### config.mk
export PLATFORM = sky130hd
export DESIGN_NAME = pwm_capture_16bits_flat
export DESIGN_NICKNAME = d
export VERILOG_FILES = /design/src/rtl/pwm_capture_16bits_if.sv /design/src/rtl/pwm_capture_16bits.sv /design/src/flat_wrapper.sv
export SDC_FILE = /design/constraint.sdc
export NUM_CORES = 1
export LEC_CHECK = 0
export ABC_AREA = 1
export CORE_MARGIN = 4
export CORE_UTILIZATION = 54
export DETAILED_ROUTE_END_ITERATION = 6
export PLACE_DENSITY = 0.79
export SLEW_MARGIN = 15
export SYNTH_ARGS = -nofsm -noshare
export SYNTH_HDL_FRONTEND = slang
export SYNTH_SLANG_ARGS = --single-unit
### constraint.sdc
create_clock -name clk -period 1.98 [get_ports clk]
set_clock_uncertainty 0.1 [all_clocks]
set_input_delay 0.495 -clock clk [delete_from_list [all_inputs] [get_ports clk]]
set_output_delay 0.495 -clock clk [all_outputs]
set_load 0.05 [all_outputs]
### src/rtl/pwm_capture_16bits_if.sv
// Bundle of the PWM capture control, line input and measurement outputs.
// master: the side that drives enable/pwm_in and consumes measurements.
// slave:  the capture block itself.
interface pwm_capture_16bits_if #(
  parameter int COUNT_WIDTH = 16
);
  logic                   enable;
  logic                   pwm_in;
  logic [COUNT_WIDTH-1:0] high_count;
  logic [COUNT_WIDTH-1:0] period_count;
  logic                   meas_valid;
  logic                   timeout;
  logic                   level;
  logic [1:0]             dbg_state;

  modport master (
    output enable,
    output pwm_in,
    input  high_count,
    input  period_count,
    input  meas_valid,
    input  timeout,
    input  level,
    input  dbg_state
  );

  modport slave (
    input  enable,
    input  pwm_in,
    output high_count,
    output period_count,
    output meas_valid,
    output timeout,
    output level,
    output dbg_state
  );
endinterface

### src/rtl/pwm_capture_16bits.sv
// pwm_capture_16bits
// Measures the high time and the rising-to-rising period of a PWM line in
// clk cycles and publishes each completed measurement with a one-cycle
// meas_valid strobe.
//
// Optional feature: define PWMCAP_GLITCH_FILTER_EN to insert a stability
// filter after the synchronizer; the filtered level only changes after
// FILTER_LEN consecutive identical synchronized samples.
//
// Handshake: meas_valid is a one-cycle strobe with no back-pressure; in the
// cycle it is high, high_count/period_count carry the new measurement and
// they hold that value until the next strobe (or reset).
//
// dbg_state exposes the FSM state: 0 IDLE, 1 WAIT_RISE, 2 HIGH, 3 LOW.
module pwm_capture_16bits #(
  parameter int COUNT_WIDTH = 16,
  parameter int SYNC_STAGES = 2,
  parameter int FILTER_LEN  = 4
) (
  input  logic                clk,
  input  logic                reset,
  pwm_capture_16bits_if.slave bus
);

  typedef enum logic [1:0] {
    ST_IDLE      = 2'd0,
    ST_WAIT_RISE = 2'd1,
    ST_HIGH      = 2'd2,
    ST_LOW       = 2'd3
  } state_t;

  // Reject parameter values the input path cannot support.
  if (SYNC_STAGES < 2 || FILTER_LEN < 1) begin : g_param_check
    $error("pwm_capture_16bits: SYNC_STAGES must be >= 2 and FILTER_LEN >= 1");
  end

  // ---------------------------------------------------------------------
  // Input path
  // ---------------------------------------------------------------------
  logic [SYNC_STAGES-1:0] r_sync;
  logic                   w_s;
  logic                   w_lvl;
  logic                   r_s_d;
  logic                   w_rise;
  logic                   w_fall;

  // Multi-flop synchronizer for the asynchronous pwm_in pin.
  always_ff @(posedge clk or negedge reset) begin
    if (!reset) begin
      r_sync <= '0;
    end else begin
      r_sync <= {r_sync[SYNC_STAGES-2:0], bus.pwm_in};
    end
  end

  assign w_s = r_sync[SYNC_STAGES-1];

`ifdef PWMCAP_GLITCH_FILTER_EN
  localparam int FCW = $clog2(FILTER_LEN + 1);

  logic           r_filt;
  logic [FCW-1:0] r_fcnt;

  // Stability filter: count consecutive samples that disagree with the
  // current filtered level; adopt the new level on the FILTER_LEN-th one.
  // Any agreeing sample restarts the count, so short pulses never pass.
  always_ff @(posedge clk or negedge reset) begin
    if (!reset) begin
      r_filt <= 1'b0;
      r_fcnt <= '0;
    end else if (w_s == r_filt) begin
      r_fcnt <= '0;
    end else if (r_fcnt == FCW'(FILTER_LEN - 1)) begin
      r_filt <= w_s;
      r_fcnt <= '0;
    end else begin
      r_fcnt <= r_fcnt + FCW'(1);
    end
  end

  assign w_lvl = r_filt;
`else
  assign w_lvl = w_s;
`endif

  // Delayed copy of the (filtered) level for edge detection.
  always_ff @(posedge clk or negedge reset) begin
    if (!reset) begin
      r_s_d <= 1'b0;
    end else begin
      r_s_d <= w_lvl;
    end
  end

  assign w_rise = w_lvl & ~r_s_d;
  assign w_fall = ~w_lvl & r_s_d;

  // ---------------------------------------------------------------------
  // Measurement FSM
  // ---------------------------------------------------------------------
  state_t                 r_state;
  state_t                 w_state_nxt;
  logic [COUNT_WIDTH-1:0] r_cnt;
  logic [COUNT_WIDTH-1:0] w_cnt_nxt;
  logic [COUNT_WIDTH-1:0] w_cnt_inc;
  logic                   w_cnt_sat;
  logic [COUNT_WIDTH-1:0] r_hi_tmp;
  logic [COUNT_WIDTH-1:0] w_hi_tmp_nxt;
  logic [COUNT_WIDTH-1:0] r_high_count;
  logic [COUNT_WIDTH-1:0] w_high_nxt;
  logic [COUNT_WIDTH-1:0] r_period_count;
  logic [COUNT_WIDTH-1:0] w_period_nxt;
  logic                   r_meas_valid;
  logic                   w_valid_nxt;
  logic                   r_timeout;
  logic                   w_timeout_nxt;

  assign w_cnt_inc = r_cnt + COUNT_WIDTH'(1);
  assign w_cnt_sat = &r_cnt;

  // State and measurement registers.
  always_ff @(posedge clk or negedge reset) begin
    if (!reset) begin
      r_state        <= ST_IDLE;
      r_cnt          <= '0;
      r_hi_tmp       <= '0;
      r_high_count   <= '0;
      r_period_count <= '0;
      r_meas_valid   <= 1'b0;
      r_timeout      <= 1'b0;
    end else begin
      r_state        <= w_state_nxt;
      r_cnt          <= w_cnt_nxt;
      r_hi_tmp       <= w_hi_tmp_nxt;
      r_high_count   <= w_high_nxt;
      r_period_count <= w_period_nxt;
      r_meas_valid   <= w_valid_nxt;
      r_timeout      <= w_timeout_nxt;
    end
  end

  // Next-state and datapath decode.
  // cnt is 0 in the cycle after a rise, so the cycle count since the rise is
  // always cnt+1; both the high time and the period are taken as cnt+1.
  // Saturation wins over an edge in the same cycle so cnt can never wrap.
  always_comb begin
    w_state_nxt   = r_state;
    w_cnt_nxt     = r_cnt;
    w_hi_tmp_nxt  = r_hi_tmp;
    w_high_nxt    = r_high_count;
    w_period_nxt  = r_period_count;
    w_valid_nxt   = 1'b0;
    w_timeout_nxt = r_timeout;

    if (!bus.enable) begin
      w_state_nxt   = ST_IDLE;
      w_cnt_nxt     = '0;
      w_timeout_nxt = 1'b0;
    end else begin
      case (r_state)
        ST_IDLE: begin
          w_cnt_nxt   = '0;
          w_state_nxt = ST_WAIT_RISE;
        end
        ST_WAIT_RISE: begin
          if (w_rise) begin
            w_cnt_nxt   = '0;
            w_state_nxt = ST_HIGH;
          end
        end
        ST_HIGH: begin
          if (w_cnt_sat) begin
            w_timeout_nxt = 1'b1;
            w_state_nxt   = ST_WAIT_RISE;
          end else begin
            w_cnt_nxt = w_cnt_inc;
            if (w_fall) begin
              w_hi_tmp_nxt = w_cnt_inc;
              w_state_nxt  = ST_LOW;
            end
          end
        end
        ST_LOW: begin
          if (w_cnt_sat) begin
            w_timeout_nxt = 1'b1;
            w_state_nxt   = ST_WAIT_RISE;
          end else if (w_rise) begin
            w_high_nxt    = r_hi_tmp;
            w_period_nxt  = w_cnt_inc;
            w_valid_nxt   = 1'b1;
            w_timeout_nxt = 1'b0;
            w_cnt_nxt     = '0;
            w_state_nxt   = ST_HIGH;
          end else begin
            w_cnt_nxt = w_cnt_inc;
          end
        end
        default: begin
          w_state_nxt = ST_IDLE;
          w_cnt_nxt   = '0;
        end
      endcase
    end
  end

  assign bus.high_count   = r_high_count;
  assign bus.period_count = r_period_count;
  assign bus.meas_valid   = r_meas_valid;
  assign bus.timeout      = r_timeout;
  assign bus.level        = w_lvl;
  assign bus.dbg_state    = r_state;

endmodule

### src/flat_wrapper.sv
// flat-port wrapper written by rule: the top's interface ports become plain ports
module pwm_capture_16bits_flat 
#(
  parameter int COUNT_WIDTH = 16,
  parameter int SYNC_STAGES = 2,
  parameter int FILTER_LEN  = 4
)
  (clk, reset, bus_enable, bus_pwm_in, bus_high_count, bus_period_count, bus_meas_valid, bus_timeout, bus_level, bus_dbg_state);
  pwm_capture_16bits_if #(.COUNT_WIDTH(COUNT_WIDTH)) bus_i ();
  input  logic clk;
  input  logic reset;
  input wire logic [$bits(bus_i.enable)-1:0] bus_enable;
  input wire logic [$bits(bus_i.pwm_in)-1:0] bus_pwm_in;
  output wire logic [$bits(bus_i.high_count)-1:0] bus_high_count;
  output wire logic [$bits(bus_i.period_count)-1:0] bus_period_count;
  output wire logic [$bits(bus_i.meas_valid)-1:0] bus_meas_valid;
  output wire logic [$bits(bus_i.timeout)-1:0] bus_timeout;
  output wire logic [$bits(bus_i.level)-1:0] bus_level;
  output wire logic [$bits(bus_i.dbg_state)-1:0] bus_dbg_state;
  assign bus_i.enable = bus_enable;
  assign bus_i.pwm_in = bus_pwm_in;
  assign bus_high_count = bus_i.high_count;
  assign bus_period_count = bus_i.period_count;
  assign bus_meas_valid = bus_i.meas_valid;
  assign bus_timeout = bus_i.timeout;
  assign bus_level = bus_i.level;
  assign bus_dbg_state = bus_i.dbg_state;
  pwm_capture_16bits #(.COUNT_WIDTH(COUNT_WIDTH), .SYNC_STAGES(SYNC_STAGES), .FILTER_LEN(FILTER_LEN)) u_core (.clk(clk), .reset(reset), .bus(bus_i));
endmodule
==> results of run 1 <==
-- sequential cells by signal (all words and copies together) (netlist names) --
name,flops
u_core.bus.meas_valid,1
u_core.r_cnt,16
u_core.r_hi_tmp,16
u_core.bus.period_count,16
u_core.bus.high_count,16
u_core.r_s_d,1
u_core.bus.dbg_state,2
u_core.r_sync,2
u_core.bus.timeout,1
-- cell families (layout without fill, tap and decap cells) --
group / after synthesis / in the layout
compound gates: 35 / 35
simple gates: 200 / 200
xor+xnor: 12 / 12
fa+ha+maj: 1 / 1
flops: 71 / 71
buf+inv: 32 / 91
-- where the power goes --
group | leakage, nW | switching (mW) | internal (mW)
Clock | 0.120 | 0.544 | 0.835
Combinational | 0.902 | 0.0961 | 0.0418
Sequential | 0.979 | 0.0135 | 1.47
-- layout by cell type, fill, tap and decap left out, types with 2 or more instances in the layout --
master                            instances
sky130_fd_sc_hd__nand2_1                163
sky130_fd_sc_hd__clkdlybuf4s50_1          2
sky130_fd_sc_hd__nand3_1                  6
sky130_fd_sc_hd__xor2_1                   7
sky130_fd_sc_hd__dfrtp_1                 70
sky130_fd_sc_hd__o21ai_2                  2
sky130_fd_sc_hd__nand3_2                  2
sky130_fd_sc_hd__nor2_1                  16
sky130_fd_sc_hd__nand2_4                  2
sky130_fd_sc_hd__o21ai_1                  5
sky130_fd_sc_hd__nor2_2                   6
sky130_fd_sc_hd__buf_4                   45
sky130_fd_sc_hd__xnor2_1                  4
sky130_fd_sc_hd__o21ai_0                 27
sky130_fd_sc_hd__clkinv_2                 2
sky130_fd_sc_hd__inv_1                   22
sky130_fd_sc_hd__clkbuf_8                 9
sky130_fd_sc_hd__nand2_2                  2
sky130_fd_sc_hd__buf_12                   4
sky130_fd_sc_hd__bufinv_16                3
-- worst paths after layout --
check	startpoint	to	slack [ns]	cells after the start
max reg2reg	u_core.r_cnt[0]	u_core.bus.high_count[13]	0.18	9
min reg2reg	u_core.r_sync[0]	u_core.r_sync[1]	0.26	0
min in group clk	u_core.r_sync[0]	u_core.r_sync[1]	0.26	0
max	u_core.r_cnt[0]	u_core.bus.high_count[13]	0.18	9
max in group asynchronous	reset	u_core.r_cnt[0]	1.41	2
min	reset	u_core.bus.high_count[9]	0.07	2
-- timing repair --
action,in CTS,in global routing
setup endpoints to repair,0,16
resized for setup,0,3
endpoints found under the hold margin,0,0
-- synth_stat cells --
| library cell | number | share of area |
|---|---|---|
| sky130_fd_sc_hd__nand4_2 | 1 | 0.0041 |
| sky130_fd_sc_hd__xor2_1 | 7 | 0.020 |
| sky130_fd_sc_hd__inv_2 | 1 | 0.0012 |
| sky130_fd_sc_hd__ha_1 | 1 | 0.0041 |
| sky130_fd_sc_hd__nor2_4 | 1 | 0.0037 |
| sky130_fd_sc_hd__nand3_1 | 6 | 0.0098 |
| sky130_fd_sc_hd__nand2_4 | 2 | 0.0074 |
| sky130_fd_sc_hd__nand2_2 | 2 | 0.0041 |
| sky130_fd_sc_hd__nand3b_1 | 1 | 0.0025 |
| sky130_fd_sc_hd__o21ai_1 | 5 | 0.0082 |
| sky130_fd_sc_hd__o21ai_0 | 27 | 0.044 |
| sky130_fd_sc_hd__nor2_2 | 5 | 0.010 |
| sky130_fd_sc_hd__nor2_1 | 17 | 0.021 |
| sky130_fd_sc_hd__buf_6 | 3 | 0.011 |
| sky130_fd_sc_hd__nand2_1 | 163 | 0.20 |
| sky130_fd_sc_hd__nand3_2 | 2 | 0.0065 |
| sky130_fd_sc_hd__buf_2 | 3 | 0.0049 |
| sky130_fd_sc_hd__dfrtp_1 | 71 | 0.58 |
| sky130_fd_sc_hd__inv_1 | 22 | 0.027 |
| sky130_fd_sc_hd__buf_4 | 3 | 0.0074 |
| sky130_fd_sc_hd__xnor2_1 | 5 | 0.014 |
| sky130_fd_sc_hd__o21ai_2 | 2 | 0.0057 |
| sky130_fd_sc_hd__a21oi_1 | 1 | 0.0016 |
-- routing by layer --
metal  track usage  up-vias  routed length (microns)
met3        0.0556        6                      353
met1         0.254     1177                     2830
li1              -     1194                        -
met2         0.310       58                     2940
met5             0        -                        0
met4        0.0802        0                       74
-- through the flow --
stage	std cells	setup WS, ns	area [sq um]	power (mW)
detailed placement	466	-0.0820	3520	1.65
global route	482	0.0414	3770	3.10
floorplan	351	0.217	3060	1.58
CTS	482	0.0936	3760	3.02
finish	482	0.180	3770	3.00
global placement	466	-0.0277	3520	1.65
-- cell type report --
| cell class | instances | area share |
|---|---|---|
| sequential | 71 | 0.472 |
| clock buffer | 10 | 0.0339 |
| tap | 72 | 0.0239 |
| multi-input combinational | 248 | 0.301 |
| clock inverter | 6 | 0.0289 |
| timing repair buffer | 52 | 0.118 |
| inverter | 23 | 0.0229 |
==> results by stage, run 1 <==
Clocking:
- The number of buffers added for setup after CTS is 0.
- The number of hold buffers added after CTS was 0.
- The post-CTS clock slew at the launch and capture registers of the worst setup and hold paths is 0.07 ns.
- The maximum buffer depth of the clock tree is 2.
- The number of CTS-inserted buffers is 9.
- The tree is rooted in a sky130_fd_sc_hd__clkbuf_8.
- Clock tree synthesis found a total of 71 sinks.
- For the worst-skew pair, the clock arrives at the later sink with an insertion delay of 0.35 ns.
- The H-tree level count is 3.
- The CTS tree is built.

Synthesis:
- Of the total synthesized cell area, the portion taken by AND, OR, NAND and NOR gates is 0.269.
- The count of distinct cell types in the synthesized netlist is 23.
- The post-synthesis average cell area is 8.71 sq um.
- After synthesis, the largest family of logic cells by area is simple AND/OR/NAND/NOR gates.
- The share of the Yosys chip area taken by registers is 0.581.
- The cell area that synthesis handed to floorplanning was 3060 sq um.
- The post-synthesis cell count is 351.
- The synthesized-area fraction occupied by xor and xnor cells is 0.0344.
- The compound-gate portion of the synthesized area was 0.0597.
- After synthesis, the share of cell area in mux cells is 0.
- Synthesis produced a netlist with a net count of 356.
- The number of warnings printed during yosys synthesis is 0.
- The adder and majority gate portion of the synthesized area is 0.00409.
- The synthesized flop and latch total is 71.

STA:
- The relative slew slack is 0.759.
- The total of endpoints with negative setup slack in the final report is 0.
- Of the available clock period, the critical path in the final layout requires 0.909.
- Setup repair after global routing left no endpoint under its margin.
- The hold violation count in the final report is 0.
- The clock period minus worst slack is 1.80 ns.
- In the final timing run, aggregate negative setup slack is 0 ns.
- For the pin with the worst max-slew slack, the measured transition is 0.362 ns.
- The maximum clock frequency is 556 MHz.
- The worst hold margin is 0.0658 ns.
- The number of pins exceeding their max-slew limit in the final report came to 0.

Setup path:
- Walking the worst path, the cells encountered are ha_1 > nand2_1 > nor2_2 > nand4_2 > nand3_2 > inv_2 > buf_4 > nand2_1 > nand2_1.
- The delay contributed by the slowest stage of the critical path is 0.42 ns.
- The slowest stage cell on the critical path is sky130_fd_sc_hd__dfrtp_2.
- The family with the most delay on the worst path is simple AND/OR/NAND/NOR gates.
- At the worst endpoint, the required time is 2.12 ns.
- The critical path buffer and inverter count is 2.
- STA puts the critical path data arrival time at 1.94 ns.
- Among the stages of the critical path, the cell type that occurs most often is sky130_fd_sc_hd__nand2_1.
- The startpoint type of the worst setup path is a register.
- Of all nets on the critical path, the largest fanout is 12.
- The path type of the worst setup path is reg -> reg.
- STA classifies the critical path endpoint as a register.

Floorplanning:
- The effective utilization at floorplan is 0.555.
- The floorplan step defined a die boundary enclosing 6930 sq um.
- The core region is 5510 sq um.
- The count of boundary I/O pins is 41.
- The die outline width is 83.3 microns.
- After floorplanning, the core was divided into 27 placement rows.
- The y dimension of the die is 83.3 microns.

Final layout:
- Of the cells placed in the final design, the portion with a size suffix greater than 1 is 0.205.
- The sequential standard cell area is 1780 sq um.
- In the final layout, the multi-input gates occupy 1130 sq um.
- The area growth from synthesis to layout is 23.2%.
- At the end of the flow the core is filled with cells to 0.684.
- The final layout contains 410 nets.
- The number of fill cells in the layout is 456.
- The number of antenna diodes in the final layout is 0.

Flow run:
- The number of max-cap violations is 0.

Drt:
- In the routed layout, each cell is associated on average with a via count of 5.05.
- The number of detailed-route iterations in the first pass is 4.
- The via count is 2435.
- After detailed routing, the average wire length per cell comes to 12.9 microns.
- For this run, design rule violations remaining after detail routing come to 0.
- The total wire length after detailed routing is 6200 microns.
- For this block, the initial DRC count from the detailed router was 128.
- The detail route stage leaves a number of antenna-violating nets equal to 0.

Status:
- The flow ran to the end, and the final reports show no timing, DRC or antenna violations.

Placed design:
- At the end of routability-driven placement, the weighted congestion stood at 0.820.
- Detailed placement ended at an HPWL of 4290 microns.
- The count of input and output buffers is 40.

Hold path:
- The tightest min-delay check is of the in -> async type.

Power:
- The peak supply drop is 0.416 mV.
- The leakage power figure is 2.00 nW.
- The power per unit of standard cell area is 795 nW/um^2.

GRT:
- The initial antenna violation count was 0.
- The via count of the first global-routing pass was 2355.
- In the global route stage, overall resource usage came out at 0.196.
- The remaining global-route overflow is 0.
- Entering global routing, the biggest net connects 72 pins.
- The first global-routing pass estimated 11000 microns of wire.
Note: power is estimated with default switching activity, not from simulation.
==> run 2: changes to the inputs <==
--- a/config.mk
+++ b/config.mk
@@ -6,10 +6,12 @@
 export NUM_CORES = 1
 export LEC_CHECK = 0
 export ABC_AREA = 1
+export CORE_ASPECT_RATIO = 1.25
 export CORE_MARGIN = 4
 export CORE_UTILIZATION = 54
 export DETAILED_ROUTE_END_ITERATION = 6
 export PLACE_DENSITY = 0.79
+export SKIP_LAST_GASP = 1
 export SLEW_MARGIN = 15
 export SYNTH_ARGS = -nofsm -noshare
 export SYNTH_HDL_FRONTEND = slang
==> results by stage, run 2 (same netlist as run 1, synthesis figures left out) <==
Floorplanning:
- The die outline width is 75.3 microns (-9.5%).
- The count of boundary I/O pins came to 41 (unchanged).
- The core area is 5480 sq um (-0.48%).
- The row count was 30 (+11%).
- The full die area is 6940 sq um (+0.11%).
- The y dimension of the die was 92.1 microns (+11%).
- The effective utilization at floorplan came to 0.558 (+0.00266).

Drt:
- The number of routed nets with antenna violations is 0 (unchanged).
- The number of DRC markers after the initial detailed-route iteration is 165 (+29%).
- The routed wire length per instance is 13.1 microns (+1.8%).
- The number of detailed-route iterations in the first pass is 6 (+2).
- The number of vias per cell was 5.01 (-0.78%).
- The total wire length after detailed routing is 6220 microns (+0.35%).
- The via count was 2381 (-2.2%).
- The number of remaining DRC errors came to 0 (unchanged).

Hold path:
- The type of the most critical hold path is in -> async.

Clocking:
- The number of buffers added for setup after CTS was 0 (unchanged).
- The quantity of gates resized following cts is 0 (unchanged).
- The number of clock sinks was 71 (unchanged).
- In this run the clock root is driven by a sky130_fd_sc_hd__clkbuf_8.
- The H-tree level count was 3 (unchanged).
- The number of buffers inserted for hold repair after clock tree synthesis is 0 (unchanged).
- The insertion delay of the later-clocked pin in the worst-skew pair was 0.35 ns (about the same).
- TritonCTS built the clock tree.
- The post-CTS clock slew at the launch and capture registers of the worst setup and hold paths is 0.08 ns (about the same).
- The maximum buffer depth of the clock tree is 2 (unchanged).
- The number of CTS-inserted buffers is 9 (unchanged).

GRT:
- The global routing usage on met2 is 0.290 (-0.0194).
- The met1 demand-to-capacity share in global routing came to 0.280 (+0.0258).
- The maximum number of pins on one net before global-route repair is 72 (unchanged).
- The initial antenna violation count is 0 (unchanged).
- The total global routing track utilization came to 0.202 (+0.00569).
- The via count of the first global-routing pass is 2339 (-0.68%).
- In this run the most used layer during global routing was met2.
- The met3 routing resource usage after global routing was 0.0471 (-0.00841).
- The wire length of the first global-routing pass is 10700 microns (-2.9%).
- The remaining global-route overflow is 0 (unchanged).

STA:
- The number of pins exceeding their max-slew limit in the final report was 0 (unchanged).
- The relative slew slack came to 0.731 (-0.0284).
- The maximum clock frequency is 559 MHz (+0.53%).
- The total of endpoints with negative setup slack in the final report is 0 (unchanged).
- The clock period minus worst slack is 1.79 ns (-0.00946 ns).
- The transition time of the tightest slew-check pin is 0.403 ns (+0.0411 ns).
- Setup repair after global routing left no endpoint under its margin.
- The worst hold margin was 0.0584 ns (-0.00735 ns).
- The hold violation count in the final report was 0 (unchanged).
- The share of the clock period used by the worst path is 0.904 (-0.00478).

Setup path:
- The critical path buffer and inverter count is 1 (-1).
- For this design, the slowest cell found on the critical path is sky130_fd_sc_hd__dfrtp_1.
- The arrival time of data at the critical path endpoint was 1.95 ns (about the same).
- The cell that appears most often on the critical path is sky130_fd_sc_hd__nand2_1.
- The delay contributed by the slowest stage of the critical path is 0.38 ns (-0.04 ns).
- The worst setup path is launched from a register.
- The largest driver fanout on the critical path is 17 (+5).
- The data required time at the worst endpoint was 2.14 ns (+0.02 ns).
- STA classifies the critical path endpoint as a register.
- The cell family contributing the most delay on the critical path is simple AND/OR/NAND/NOR gates.
- Traced cell by cell, the critical path runs through ha_1 > nand2_1 > nor2_2 > nand2_2 > buf_4 > nor2_4 > nand3_2 > nand2_8 > nand2_1 > o21ai_0.
- By startpoint and endpoint, the worst setup path is classified as reg -> reg.

Final layout:
- The total area of multi-input combinational cells is 1140 sq um (+0.66%).
- The area of all placed cells without fillers is 3700 sq um (-1.8%).
- The end-of-flow core utilization is 0.675 (-0.00882).
- The share of cells above drive strength 1 is 0.202 (-0.00293).
- The library cell used most frequently in the layout, excluding fill and tap cells, is sky130_fd_sc_hd__nand2_1.
- The layout net count is 411 (+0.24%).
- The library cells used most frequently in the layout, excluding fill and tap cells, are sky130_fd_sc_hd__nand2_1, sky130_fd_sc_hd__dfrtp_1, sky130_fd_sc_hd__buf_4.
- The number of diodes added for antenna fixing was 0 (unchanged).
- The area overhead of the layout relative to synthesis is 21.0%.
- The sequential standard cell area came to 1780 sq um (about the same).
- The count of placed standard cells in the final layout, fillers left out was 475 (-1.5%).
- The number of fill cells in the layout is 460 (+0.88%).

Placed design:
- The count of input and output buffers is 40 (unchanged).
- The global placer's final weighted congestion is 0.897 (+9.4%).
- The instance count after placement with tap cells included came to 458 (-1.7%).
- The HPWL after detailed placement is 4220 microns (-1.7%).
- The total cell area at the placement stage is 3480 sq um (-1.0%).

Status:
- The flow ran to the end, and the final reports show no timing, DRC or antenna violations.

Power:
- The peak supply drop is 0.550 mV (+32%).
- The leakage power figure is 1.97 nW (-1.8%).
- The power per unit of standard cell area came to 750 nW/um^2 (-5.7%).

Flow run:
- The number of max-cap violations was 0 (unchanged).
-- run 2: cell count changes in the layout (fill, tap and decap cells not counted), sizes merged --
cell    delta
bufinv     -2
clkbuf     +1
clkinv     +1
nand2      +1
-- run 2: routing by layer --
layer / vias to the layer above / part of all wire
met3: 12 / 0.052
met2: 58 / 0.47
met5: - / 0
li1: 1194 / -
met4: 0 / 0.023
met1: 1117 / 0.45
-- run 2: report_power, final --
part           internal, mW  switching [mW]  total [mW]
combinational        0.0390           0.101       0.140
clock                 0.616           0.541        1.16
sequential             1.47          0.0115        1.48
-- run 2: cell type report --
type                    count  share of cell area
clock buffers              11              0.0382
clock inverters             5              0.0156
inverters                  23              0.0233
multi-input cells         249               0.308
flip-flops and latches     71               0.480
well taps                  64              0.0216
repair buffers             52               0.113
-- run 2: stage by stage --
stage	TNS [ns]	power, mW	setup slack [ns]
final	0	2.78	0.190
after global routing	0	2.88	0.0164
after CTS	0	2.78	0.139
after detailed placement	-2.05	1.64	-0.207
after global placement	-1.02	1.64	-0.131
after floorplan	0	1.58	0.217
-- run 2: path summary, 6_finish.rpt --
kind,start,to,slack [ns],cells past startpoint
setup / recovery,u_core.r_cnt[1],u_core.r_cnt[3],0.19,10
hold / removal,reset,u_core.bus.meas_valid,0.06,2
setup reg to reg,u_core.r_cnt[1],u_core.r_cnt[3],0.19,10
hold reg to reg,u_core.r_sync[0],u_core.r_sync[1],0.25,0
max in group asynchronous,reset,u_core.bus.dbg_state[0],1.43,2
min in group clk,u_core.r_sync[0],u_core.r_sync[1],0.25,0
==> run 3: changes to the inputs <==
--- a/config.mk
+++ b/config.mk
@@ -9,6 +9,7 @@
 export CORE_ASPECT_RATIO = 1.25
 export CORE_MARGIN = 4
 export CORE_UTILIZATION = 54
+export CTS_CLUSTER_SIZE = 8
 export DETAILED_ROUTE_END_ITERATION = 6
 export PLACE_DENSITY = 0.79
 export SKIP_LAST_GASP = 1
==> results of run 3 <==
Same layout as run 2: the final DEF is identical, and so are final timing and power.
